## src/rtl/clock_time_counter.sv

```systemverilog
// 24-hour HH:MM:SS time-of-day counter with BCD digit outputs, a one-second
// prescaler and a RUN / SET_HOUR / SET_MIN mode machine for setting the time.
module clock_time_counter #(
    parameter int TICK_DIV = 50000000
) (
    input  logic       clk,
    input  logic       rst_n,
    input  logic       mode_btn,
    input  logic       inc_btn,
    output logic [3:0] hour_tens,
    output logic [3:0] hour_units,
    output logic [3:0] min_tens,
    output logic [3:0] min_units,
    output logic [3:0] sec_tens,
    output logic [3:0] sec_units,
    output logic [1:0] set_mode,
    output logic       sec_tick
);

    localparam int               CNT_W   = $clog2(TICK_DIV);
    localparam logic [CNT_W-1:0] PRE_MAX = CNT_W'(TICK_DIV - 1);

    typedef enum logic [1:0] {
        RUN      = 2'b00,
        SET_HOUR = 2'b01,
        SET_MIN  = 2'b10
    } mode_e;

    mode_e            state_q, state_d;
    logic [CNT_W-1:0] pre_q, pre_d;
    logic [3:0]       ht_q, ht_d, hu_q, hu_d;
    logic [3:0]       mt_q, mt_d, mu_q, mu_d;
    logic [3:0]       st_q, st_d, su_q, su_d;
    logic             sec_tick_q, sec_tick_d;

    logic             tick;
    logic [3:0]       ht_inc, hu_inc, mt_inc, mu_inc, st_inc, su_inc;
    logic             min_wrap, sec_wrap;

    // Per-field successors; the wrap flags drive the carry chain in RUN only.
    always_comb begin
        ht_inc   = ht_q;
        hu_inc   = hu_q + 4'd1;
        mt_inc   = mt_q;
        mu_inc   = mu_q + 4'd1;
        st_inc   = st_q;
        su_inc   = su_q + 4'd1;
        min_wrap = (mt_q == 4'd5) && (mu_q == 4'd9);
        sec_wrap = (st_q == 4'd5) && (su_q == 4'd9);

        if ((ht_q == 4'd2) && (hu_q == 4'd3)) begin
            ht_inc = 4'd0;
            hu_inc = 4'd0;
        end else if (hu_q == 4'd9) begin
            ht_inc = ht_q + 4'd1;
            hu_inc = 4'd0;
        end

        if (mu_q == 4'd9) begin
            mu_inc = 4'd0;
            mt_inc = (mt_q == 4'd5) ? 4'd0 : mt_q + 4'd1;
        end

        if (su_q == 4'd9) begin
            su_inc = 4'd0;
            st_inc = (st_q == 4'd5) ? 4'd0 : st_q + 4'd1;
        end
    end

    assign tick = (state_q == RUN) && (pre_q == PRE_MAX);

    always_comb begin
        state_d    = state_q;
        pre_d      = pre_q;
        ht_d       = ht_q;
        hu_d       = hu_q;
        mt_d       = mt_q;
        mu_d       = mu_q;
        st_d       = st_q;
        su_d       = su_q;
        sec_tick_d = 1'b0;

        case (state_q)
            RUN: begin
                pre_d      = tick ? '0 : pre_q + CNT_W'(1);
                sec_tick_d = tick;
                if (tick) begin
                    st_d = st_inc;
                    su_d = su_inc;
                    if (sec_wrap) begin
                        mt_d = mt_inc;
                        mu_d = mu_inc;
                        if (min_wrap) begin
                            ht_d = ht_inc;
                            hu_d = hu_inc;
                        end
                    end
                end
                // Clearing seconds on entry overrides the tick's seconds update,
                // but any minute/hour carry from the same tick is kept.
                if (mode_btn) begin
                    state_d = SET_HOUR;
                    st_d    = 4'd0;
                    su_d    = 4'd0;
                    pre_d   = '0;
                end
            end
            SET_HOUR: begin
                pre_d = '0;
                if (mode_btn) begin
                    state_d = SET_MIN;
                end else if (inc_btn) begin
                    ht_d = ht_inc;
                    hu_d = hu_inc;
                end
            end
            SET_MIN: begin
                pre_d = '0;
                if (mode_btn) begin
                    state_d = RUN;
                end else if (inc_btn) begin
                    mt_d = mt_inc;
                    mu_d = mu_inc;
                end
            end
            default: begin
                state_d = RUN;
                pre_d   = '0;
            end
        endcase
    end

    always_ff @(posedge clk or negedge rst_n) begin
        if (!rst_n) begin
            state_q    <= RUN;
            pre_q      <= '0;
            ht_q       <= 4'd0;
            hu_q       <= 4'd0;
            mt_q       <= 4'd0;
            mu_q       <= 4'd0;
            st_q       <= 4'd0;
            su_q       <= 4'd0;
            sec_tick_q <= 1'b0;
        end else begin
            state_q    <= state_d;
            pre_q      <= pre_d;
            ht_q       <= ht_d;
            hu_q       <= hu_d;
            mt_q       <= mt_d;
            mu_q       <= mu_d;
            st_q       <= st_d;
            su_q       <= su_d;
            sec_tick_q <= sec_tick_d;
        end
    end

    assign hour_tens  = ht_q;
    assign hour_units = hu_q;
    assign min_tens   = mt_q;
    assign min_units  = mu_q;
    assign sec_tens   = st_q;
    assign sec_units  = su_q;
    assign set_mode   = state_q;
    assign sec_tick   = sec_tick_q;

endmodule

```

## config.mk

```make
export PLATFORM = sky130hd
export DESIGN_NAME = clock_time_counter
export DESIGN_NICKNAME = d
export VERILOG_FILES = /design/src/rtl/clock_time_counter.sv
export SDC_FILE = /design/constraint.sdc
export NUM_CORES = 1
export LEC_CHECK = 0
export CELL_PAD_IN_SITES_DETAIL_PLACEMENT = 1
export CELL_PAD_IN_SITES_GLOBAL_PLACEMENT = 1
export CORE_MARGIN = 2
export CORE_UTILIZATION = 49
export DETAILED_ROUTE_END_ITERATION = 16
export DONT_BUFFER_PORTS = 1
export MAX_ROUTING_LAYER = met4
export PLACE_DENSITY = 0.84
export SYNTH_ARGS = -nofsm -noshare
export SYNTH_HDL_FRONTEND = slang
export SYNTH_SLANG_ARGS = --single-unit
export TNS_END_PERCENT = 30
```

## constraint.sdc

```tcl
create_clock -name clk -period 2.95 [get_ports clk]
set_clock_uncertainty 0.1 [all_clocks]
set_input_delay 0.4425 -clock clk [delete_from_list [all_inputs] [get_ports clk]]
set_output_delay 0.4425 -clock clk [all_outputs]
set_load 0.05 [all_outputs]
```

==> impl_metrics.csv, run 1 <==
group,metric,value,unit
run_status,status,"finished clean",
final_layout,syn2layout_area_growth,12.33,%
worst_setup_path,worstPathRequired,3.06,ns
routing,drtPass1Iterations,4,
sta,hold_viol_final,0,
place,place_area,3128,µm²
grt,antenna_found_initial,0,
final_layout,layout_common_cells,"53 x dfrtp_1, 44 x nor2_1, 24 x buf_4, 23 x nand3_1, 19 x xor2_1",
sta,finalCriticalPeriod,2.738,ns
die,fp.coreArea,5608,µm²
clock_network,cts_resized,0,
grt,grt.met1_usage,30.27,%
yosys,synthDistinctLibCells,55,
grt,grt_use_met3,5.000,%
place,dp_hpwl,5026,µm
place,gp_congestion,0.7824,
grt,grt_pass1_vias,2440,
power_and_ir_drop,power.total,2.294,mW
worst_setup_path,slowest_delay,0.59,ns
sta,layout_worst_path_cycle_share,92.81,%
final_layout,final_layout_size_suffix_gt1_share,12.03,%
yosys,synth.top_cell.area_share,45.85,%
hold_path,hold_path_class,"primary input to flip-flop",
clock_network,cts_max_level,2,
clock_network,cts_buffers,5,
worst_setup_path,crit_arrival,2.85,ns
die,num_rows,27,
clock_network,clkLatencyLatePin,0.32,ns
worst_setup_path,cp_max_fo,7,
sta,tightest_slew,0.6178,ns
worst_setup_path,critPathKind,"flip-flop to flip-flop",
die,ios,31,
grt,grt_busiest_layer,"met2",
final_layout,num-fill-cells,633,
final_layout,final_common_cell,"dfrtp_1",
yosys,synth_seq_cells,53,
die,fp.dieW,80.84,µm
clock_network,postCtsHoldBufs,2,
worst_setup_path,crit_slowest_cell,"or4bb_1",
final_layout,fin_area,3249,µm²
sta,maxSlewHeadroom,58.82,%
worst_setup_path,cp-end-kind,"flip-flop",
final_layout,n_antenna_cell,0,
clock_network,postCtsSetupBuffers,0,
routing,drtIter0Drc,85,
sta,setup_tns,0,ns
sta,setup_violations,0,
routing,drc_errors,0,
grt,grt_overflow,0,
run,max_cap_viol_count,0,
clock_network,cts_root_buffer,"clkbuf_8",
yosys,ys_warn_count,0,
yosys,seq_area_frac_synth,45.85,%
worst_setup_path,worst-path-buf-inv,0,
yosys,synth_area_leaders,"dfrtp_1 46%, xor2_1 5.8%, nor2_1 5.7%, nand3_1 4.0%, ha_1 3.9%",
final_layout,final_util,57.94,%
clock_network,clk_pin_slew,0.09,ns
routing,vias_per_cell,5.892,
sta,rsz0062_at_grt,"false",
final_layout,multi_input_comb_area,1494,µm²
yosys,syn_area,2893,µm²
final_layout,regArea,1326,µm²
sta,fmax,365.3,MHz
clock_network,cts.sinks,53,
die,die_h,80.84,µm
yosys,syn_inst,291,
final_layout,finish.net_count,328,
place,portBuffers,0,
routing,routed_wl,6986,µm
grt,met2_usage,41.82,%
die,dieArea,6534,µm²
yosys,synth_ff_type,"dfrtp_1",
power_and_ir_drop,vdd_drop_max,0.5023,mV
grt,grt_usage,24.87,%
worst_setup_path,startpoint_type,"flip-flop",
yosys,async_flop_share,100.0,%
power_and_ir_drop,power_leakage,1.378,nW
power_and_ir_drop,power.density,705.9,nW/µm²
grt,grt_max_degree,54,
clock_network,cts_tree,"done",
worst_setup_path,cp_top_family,"simple AND/OR/NAND/NOR gates",
yosys,synth-edff-count,0,
yosys,yosys.area.top_type,"dfrtp_1",
clock_network,cts_max_path_buffers,2,
grt,grt_pass1_wl,12080,µm
routing,wl_per_cell,18.01,µm
routing,ant_nets,0,
die,initial_core_util,51.58,%
routing,dr_total_vias,2286,
sta,whs,0.1283,ns
yosys,syn_avg_cell_area,9.941,µm²
sta,maxSlewViolCount,0,
yosys,synthesis.nets,304,
worst_setup_path,crit_chain,"or4bb_1, or4_1, nor4_4, o21a_1, mux2_1",
-- through the flow --
stage | worst slack (ns) | cells
4_1_cts | 0.2232 | 388
6_report | 0.2122 | 388
5_1_grt | 0.09485 | 388
2_1_floorplan | 0.1620 | 291
3_5_place_dp | 0.2349 | 378
3_3_place_gp | 0.3449 | 378
-- cell usage after synthesis (all sizes together) (3+ instances only) --
cell,instances
nand2b,4
nand4,10
and4,3
ha,9
o21ai,12
nor4,4
inv,10
and3,5
nand2,12
xnor2,10
xor2,19
nor2,44
dfrtp,53
o31ai,7
nand3,23
nor3,7
nor3b,4
clkbuf,8
nand3b,7
mux2,3
-- cell type report --
cell class / instances / share of cell area [%]
timing repair buffer: 26 / 6.700
sequential: 53 / 40.82
clock inverter: 1 / 0.2310
inverter: 10 / 1.155
tap: 72 / 2.772
multi-input combinational: 219 / 45.98
clock buffer: 7 / 2.349
-- flip-flops by register name, summed over array words and instances, names as in the netlist, 2 cells and up --
signal	cells
hour_tens	4
hour_units	4
min_tens	4
min_units	4
pre_q	26
sec_tens	4
sec_units	4
set_mode	2
-- kinds of logic (layout without fill, tap and decap cells) --
logic type               after synthesis  count (layout)  synth area share, %
adder cells (fa/ha/maj)                9               9                3.893
buffers and inverters                 19              44                2.509
multiplexers                           4               4                1.514
AO/OA/AOI/OAI                         39              39                10.21
flip-flops                            53              53                45.85
XOR/XNOR                              29              29                8.780
AND/OR/NAND/NOR                      138             138                27.25
-- routing by layer --
layer / up-vias / part of all wire [%]
met5: - / 0
met4: 0 / 1.2
met3: 8 / 3.3
met2: 38 / 51
met1: 1147 / 45
li1: 1093 / -
-- where the power goes --
group | switching [mW] | total (mW) | internal (mW)
Clock | 0.239 | 0.407 | 0.168
Combinational | 0.579 | 0.845 | 0.266
Sequential | 0.219 | 1.04 | 0.822
-- path summary, 6_finish.rpt --
check / start / to / cells past startpoint / slack [ns]
setup / recovery: pre_q[8]$_DFF_PN0_ / min_units[1]$_DFFE_PN0P_ / 5 / 0.21
hold reg to reg: pre_q[0]$_DFF_PN0_ / pre_q[0]$_DFF_PN0_ / 1 / 0.39
hold / removal: mode_btn / set_mode[1]$_DFFE_PN0P_ / 1 / 0.13
max in group asynchronous: rst_n / sec_tens[3]$_DFFE_PN0P_ / 2 / 1.94
min in group asynchronous: rst_n / hour_units[3]$_DFFE_PN0P_ / 2 / 0.58
setup reg to reg: pre_q[8]$_DFF_PN0_ / min_units[1]$_DFFE_PN0P_ / 5 / 0.21
(Power assumes the default switching activity.)
==> run 2, diff against run 1 <==
--- a/config.mk
+++ b/config.mk
@@ -5,14 +5,16 @@
 export SDC_FILE = /design/constraint.sdc
 export NUM_CORES = 1
 export LEC_CHECK = 0
+export ABC_AREA = 1
 export CELL_PAD_IN_SITES_DETAIL_PLACEMENT = 1
 export CELL_PAD_IN_SITES_GLOBAL_PLACEMENT = 1
+export CORE_ASPECT_RATIO = 0.75
 export CORE_MARGIN = 2
-export CORE_UTILIZATION = 49
+export CORE_UTILIZATION = 47
 export DETAILED_ROUTE_END_ITERATION = 16
 export DONT_BUFFER_PORTS = 1
 export MAX_ROUTING_LAYER = met4
-export PLACE_DENSITY = 0.84
+export PLACE_DENSITY = 0.85
 export SYNTH_ARGS = -nofsm -noshare
 export SYNTH_HDL_FRONTEND = slang
 export SYNTH_SLANG_ARGS = --single-unit
==> run 2 against run 1 <==
  * Sequential cell count did not move
  * Combinational power is 32% lower
  * Via count increased by 25%
  * Critical path type unchanged
  * Register-to-register slack better by 0.51 ns
==> impl_metrics.csv, run 2 <==
group,metric,value,unit
power_and_ir_drop,p_sw_share,45.41,%
final_layout,final_common_cell,"nand2_1",
final_layout,largest_reg_flops,26,
worst_setup_path,path_depth,8,
hold_path,min_path_cells,1,
power_and_ir_drop,power.total,2.272,mW
worst_setup_path,critPathKind,"flip-flop to flip-flop",
sta,finalCriticalPeriod,2.229,ns
clock_network,cts_tree,"done",
final_layout,largest-register,"pre_q",
yosys,synth-edff-count,0,
grt,grt_usage,23.98,%
final_layout,finish.net_count,472,
clock_network,postCtsSetupBuffers,0,
die,fp.coreArea,6799,µm²
power_and_ir_drop,internal_power,1.240,mW
yosys,seq_area_frac_synth,40.24,%
place,portBuffers,0,
power_and_ir_drop,power.density,640.0,nW/µm²
grt,antenna_found_initial,0,
yosys,synthDistinctLibCells,32,
routing,drtPass1Iterations,4,
die,initial_core_util,48.47,%
place,dp_hpwl,6489,µm
routing,routed_wl,8456,µm
die,dieArea,7705,µm²
yosys,ys_warn_count,0,
sta,rsz0062_at_grt,"false",
clock_network,clkLatencyLatePin,0.31,ns
routing,dr_total_vias,2863,
clock_network,cts.sinks,53,
die,num_rows,26,
routing,drc_errors,0,
grt,grt_overflow,0,
place,gp_congestion,0.8627,
clock_network,cts_resized,0,
run,max_cap_viol_count,0,
sta,tightest_slew,0.6556,ns
yosys,synth_common_cells,"128 x nand2_1, 72 x nor2_1, 53 x dfrtp_1, 53 x inv_1, 31 x nand3_1",
clock_network,cts_max_level,2,
sta,maxSlewViolCount,0,
final_layout,syn2layout_area_growth,7.707,%
power_and_ir_drop,vdd_drop_max,0.4765,mV
grt,grt_max_degree,54,
routing,wl_met2,3775,µm
power_and_ir_drop,power_leakage,1.694,nW
yosys,syn_inst,449,
sta,setup_violations,0,
routing,wl_per_cell,15.54,µm
power_and_ir_drop,p_comb_share,25.2,%
yosys,synth_ff_type,"dfrtp_1",
power_and_ir_drop,clkPwrFrac,22.4,%
sta,fmax,448.7,MHz
yosys,synth_most_common_cell,"nand2_1",
worst_setup_path,r2r_cells,8,
worst_setup_path,startpoint_type,"flip-flop",
power_and_ir_drop,p_seq_share,52.4,%
worst_setup_path,crit_slowest_cell,"dfrtp_1",
worst_setup_path,cp_top_family,"simple AND/OR/NAND/NOR gates",
sta,setup_tns,0,ns
yosys,synth_seq_cells,53,
grt,grt_pass1_vias,2932,
yosys,synth.top_cell.area_share,40.24,%
grt,grt_pass1_wl,14330,µm
clock_network,cts_max_path_buffers,2,
sta,hold_viol_final,0,
routing,ant_nets,0,
yosys,synth_area_leaders,"dfrtp_1 40%, nand2_1 15%, nor2_1 8.2%, inv_1 6.0%, nand3_1 4.7%",
yosys,syn_area,3296,µm²
sta,maxSlewHeadroom,56.29,%
yosys,synthesis.nets,462,
routing,drtIter0Drc,130,
yosys,syn_avg_cell_area,7.340,µm²
final_layout,final_layout_size_suffix_gt1_share,10.65,%
power_and_ir_drop,p_switching,1.032,mW
routing,highest_layer,"met4",
worst_setup_path,cp-end-kind,"flip-flop",
clock_network,postCtsHoldBufs,2,
run_status,status,"finished clean",
routing,vias_per_cell,5.263,
clock_network,cts_root_buffer,"clkbuf_8",
hold_path,hold_path_class,"primary input to flip-flop",
worst_setup_path,cp_max_fo,6,
routing,dr_wl_met3,345,µm
die,die_h,76.52,µm
clock_network,cts_buffers,5,
worst_setup_path,slowest_delay,0.74,ns
yosys,yosys.area.top_type,"dfrtp_1",
clock_network,clk_pin_slew,0.10,ns
yosys,async_flop_share,100.0,%
worst_setup_path,worst-path-buf-inv,0,
final_layout,layout_common_cells,"128 x nand2_1, 72 x nor2_1, 53 x inv_1, 53 x dfrtp_1, 31 x nand3_1",
final_layout,n_antenna_cell,0,
worst_setup_path,crit_chain,"ha_1, nand2_1, nor2_1, nand3_1, o21ai_2, nand3_1, nand2_1, nand2_1",
die,fp.dieW,100.7,µm
sta,layout_worst_path_cycle_share,75.55,%
worst_setup_path,crit_arrival,2.33,ns
worst_setup_path,crit_path_frequent_cell,"nand2_1",
worst_setup_path,worstPathRequired,3.05,ns
die,ios,31,
routing,wirelength_met1,4256,µm
[run 2: cells by family after synthesis]
family,count (synthesis),synth area share [%]
flops,53,40.24
simple gates,291,41.12
fa+ha+maj,9,3.417
compound gates,22,3.797
buf+inv,58,7.175
xor+xnor,16,4.252
[run 2: layout make-up]
class,instances,area (µm²)
clock buffer,6,72.57
multi-input combinational,338,1733
sequential,53,1326
clock inverter,2,38.79
inverter,55,206.4
fill,889,3249
timing repair buffer,6,67.56
tap,84,105.1
[run 2: through the flow]
stage / util, % / setup WS (ns) / hold slack, ns / std cells / area [µm²]
finish: 52.21 / 0.7212 / 0.1494 / 544 / 3550
global route: 52.21 / 0.5109 / 0.1332 / 544 / 3550
CTS: 52.21 / 0.6900 / 0.1411 / 544 / 3550
detailed placement: 50.02 / 0.7074 / 0.04872 / 534 / 3401
global placement: 50.02 / 0.8227 / 0.04896 / 534 / 3401
floorplan: - / 0.9932 / 0.04691 / 449 / 3296
[run 2: power by group through the flow]
stage	sequential, mW	combinational, mW	clock (mW)
2_1_floorplan	1.21	0.447	0
3_3_place_gp	1.20	0.526	0
3_5_place_dp	1.21	0.562	0
4_1_cts	1.19	0.584	0.521
5_1_grt	1.21	0.651	0.549
6_report	1.19	0.573	0.508
[run 2: worst paths after layout]
path / startpoint / end / slack (ns)
worst min register to register: pre_q[0]$_DFF_PN0_ / pre_q[0]$_DFF_PN0_ / 0.37
worst max register to register: sec_units[0]$_DFFE_PN0P_ / min_tens[3]$_DFFE_PN0P_ / 0.72
worst min-delay path: mode_btn / set_mode[1]$_DFFE_PN0P_ / 0.15
worst max-delay path: sec_units[0]$_DFFE_PN0P_ / min_tens[3]$_DFFE_PN0P_ / 0.72
max in group asynchronous: rst_n / pre_q[20]$_DFF_PN0_ / 1.96
min in group asynchronous: rst_n / pre_q[25]$_DFF_PN0_ / 0.55
[run 2: worst reg2reg max path, cell delays in order (launching register included)]
cell     delay, ns
dfrtp_1       0.74
ha_1          0.25
nand2_1       0.05
nor2_1        0.25
nand3_1       0.18
o21ai_2       0.18
nand3_1       0.20
nand2_1       0.10
nand2_1       0.07
[run 2: routing by layer]
layer / vias to the layer above / global-route usage [%]
li1: 1426 / -
met1: 1393 / 34.17
met2: 37 / 35.27
met3: 7 / 4.954
met4: 0 / 5.342
met5: - / -
==> run 3, diff against run 2 <==
--- a/config.mk
+++ b/config.mk
@@ -10,11 +10,11 @@
 export CELL_PAD_IN_SITES_GLOBAL_PLACEMENT = 1
 export CORE_ASPECT_RATIO = 0.75
 export CORE_MARGIN = 2
-export CORE_UTILIZATION = 47
+export CORE_UTILIZATION = 42
 export DETAILED_ROUTE_END_ITERATION = 16
 export DONT_BUFFER_PORTS = 1
 export MAX_ROUTING_LAYER = met4
-export PLACE_DENSITY = 0.85
+export PLACE_DENSITY = 0.81
 export SYNTH_ARGS = -nofsm -noshare
 export SYNTH_HDL_FRONTEND = slang
 export SYNTH_SLANG_ARGS = --single-unit
==> constraint.sdc (replaced) <==
create_clock -name clk -period 1.9 [get_ports clk]
set_clock_uncertainty 0.1 [all_clocks]
set_input_delay 0.285 -clock clk [delete_from_list [all_inputs] [get_ports clk]]
set_output_delay 0.285 -clock clk [all_outputs]
set_load 0.05 [all_outputs]
==> run 3 against run 2 <==
  * Power is 70% higher
  * Cell count grew 9.0%
  * Combinational power rose to 2.9 times the previous value
  * Sequential power up 16%
  * Critical path type unchanged
  * Largest cell class unchanged
  * Highest routed layer unchanged
==> impl_metrics.csv, run 3 (synthesis gave the netlist of run 2 again) <==
group,metric,value,unit
worst_setup_path,r2r_cells,9,
final_layout,fin_area,3885,µm²
worst_setup_path,r2r-start,"pre_q[0]$_DFF_PN0_",
clock_network,clkLatencyLatePin,0.31,ns
routing,ant_nets,0,
routing,drc_errors,0,
grt,antenna_found_initial,0,
grt,grt_pass1_vias,3172,
routing,drtIter0Drc,112,
die,die_h,80.72,µm
die,fp.dieW,106.3,µm
clock_network,cts_root_buffer,"clkbuf_8",
sta,finalCriticalPeriod,1.783,ns
worst_setup_path,startpoint_type,"flip-flop",
worst_setup_path,r2r_setup_slack,0.12,ns
place,gp_congestion,0.9179,
die,initial_core_util,44.14,%
clock_network,cts_buffers,5,
power_and_ir_drop,power.density,994.7,nW/µm²
power_and_ir_drop,vdd_drop_max,0.9551,mV
final_layout,largest_reg_flops,26,
final_layout,finish.net_count,504,
place,portBuffers,0,
sta,whs,0.02968,ns
worst_setup_path,crit_arrival,1.90,ns
sta,layout_worst_path_cycle_share,93.82,%
hold_path,worstHoldStart,"mode_btn",
sta,tightest_slew,0.5025,ns
final_layout,final_common_cell,"nand2_1",
power_and_ir_drop,power_leakage,1.856,nW
sta,fmax,561.0,MHz
grt,grt_usage,22.71,%
final_layout,n_antenna_cell,0,
routing,vias_per_cell,5.120,
die,dieArea,8579,µm²
worst_setup_path,cp_max_fo,9,
final_layout,syn2layout_area_growth,17.88,%
hold_path,min_path_cells,3,
place,place_area,3628,µm²
clock_network,clk_pin_slew,0.11,ns
grt,grt_max_degree,54,
worst_setup_path,worstPathRequired,2.02,ns
run_status,status,"finished clean",
routing,drtPass1Iterations,4,
worst_setup_path,cp-end-kind,"flip-flop",
die,ios,31,
final_layout,largest-register,"pre_q",
place,dp_cells,578,
clock_network,cts_tree,"done",
worst_setup_path,critPathKind,"flip-flop to flip-flop",
final_layout,regArea,1330,µm²
routing,dr_total_vias,3036,
routing,routed_wl,8973,µm
die,num_rows,27,
run,max_cap_viol_count,0,
final_layout,layout_common_cells,"127 x nand2_1, 70 x nor2_1, 53 x inv_1, 50 x dfrtp_1, 35 x buf_4",
worst_setup_path,regToRegEndpoint,"pre_q[10]$_DFF_PN0_",
clock_network,cts_max_path_buffers,2,
sta,hold_viol_final,0,
hold_path,hold_path_class,"primary input to flip-flop",
clock_network,cts.sinks,53,
final_layout,fin_cells,593,
routing,wl_per_cell,15.13,µm
sta,rsz0062_at_grt,"false",
final_layout,final_layout_size_suffix_gt1_share,18.09,%
grt,grt_pass1_wl,15120,µm
sta,maxSlewHeadroom,66.15,%
sta,maxSlewViolCount,0,
sta,setup_violations,0,
clock_network,cts_max_level,2,
hold_path,hold_end,"sec_units[2]$_DFFE_PN0P_",
final_layout,multi_input_comb_area,1789,µm²
grt,grt_overflow,0,
final_layout,num-fill-cells,964,
place,dp_hpwl,6639,µm
die,fp.coreArea,7466,µm²
run 3: metal layers:
layer	routed length (µm)	up-vias	global-route usage (%)
met2	4252	35	36.41
li1	-	1492	-
met1	4420	1503	31.14
met5	0	-	-
met4	58	0	4.211
met3	241	6	3.247
run 3: final cells by class:
cell class                      count  share of cell area, %
Multi-Input combinational cell    338                  46.05
Clock buffer                        6                  2.126
Clock inverter                      2                 0.9662
Tap cell                          101                  3.253
Inverter                           55                  5.378
Timing Repair Buffer               38                  7.987
Sequential cell                    53                  34.24
run 3: where the power goes:
group	total, mW	internal [mW]	switching, mW	leakage (nW)
sequential	1.38	1.27	0.110	0.722
clock	0.829	0.429	0.400	0.0574
combinational	1.66	0.478	1.18	1.08
total	3.86	2.18	1.69	1.86
run 3: how the worst max path moves through the flow:
| stage | start | to | slack, ns |
|---|---|---|---|
| after detailed placement | pre_q[0]$_DFF_PN0_ | pre_q[10]$_DFF_PN0_ | 0.05 |
| after global placement | pre_q[0]$_DFF_PN0_ | pre_q[23]$_DFF_PN0_ | 0.16 |
| after global routing | sec_tens[1]$_DFFE_PN0P_ | hour_tens[3]$_DFFE_PN0P_ | 0.006 |
| final | pre_q[0]$_DFF_PN0_ | pre_q[10]$_DFF_PN0_ | 0.12 |
| after floorplan | hour_tens[1]$_DFFE_PN0P_ | hour_tens[3]$_DFFE_PN0P_ | -0.01 |
| after CTS | pre_q[0]$_DFF_PN0_ | pre_q[10]$_DFF_PN0_ | 0.02 |
run 3: repair_timing:
action / in CTS / in global routing
setup endpoints to repair: 0 / 38
buffers inserted: 0 / 4
resized for setup: 0 / 11
hold buffers: 2 / 1
endpoints found under the hold margin: 53 / 1
run 3: stage by stage:
stage | utilization [%] | total power, mW | TNS (ns) | worst slack, ns
global placement | 48.60 | 2.874 | 0 | 0.1618
global route | 52.04 | 4.079 | 0 | 0.006032
CTS | 50.71 | 3.791 | 0 | 0.02451
finish | 52.04 | 3.865 | 0 | 0.1174
floorplan | - | 2.571 | -0.01000 | -0.01000
detailed placement | 48.60 | 2.933 | 0 | 0.04894
run 3: worst max-delay path, stage by stage (launching register included):
cell and delay (ns):
dfrtp_1 0.44, ha_4 0.20, nand3_4 0.12, inv_4 0.06, nand2_2 0.07, nor2_4 0.04, nand2_2 0.14, nand3_4 0.15
buf_4 0.22, nor3_1 0.15
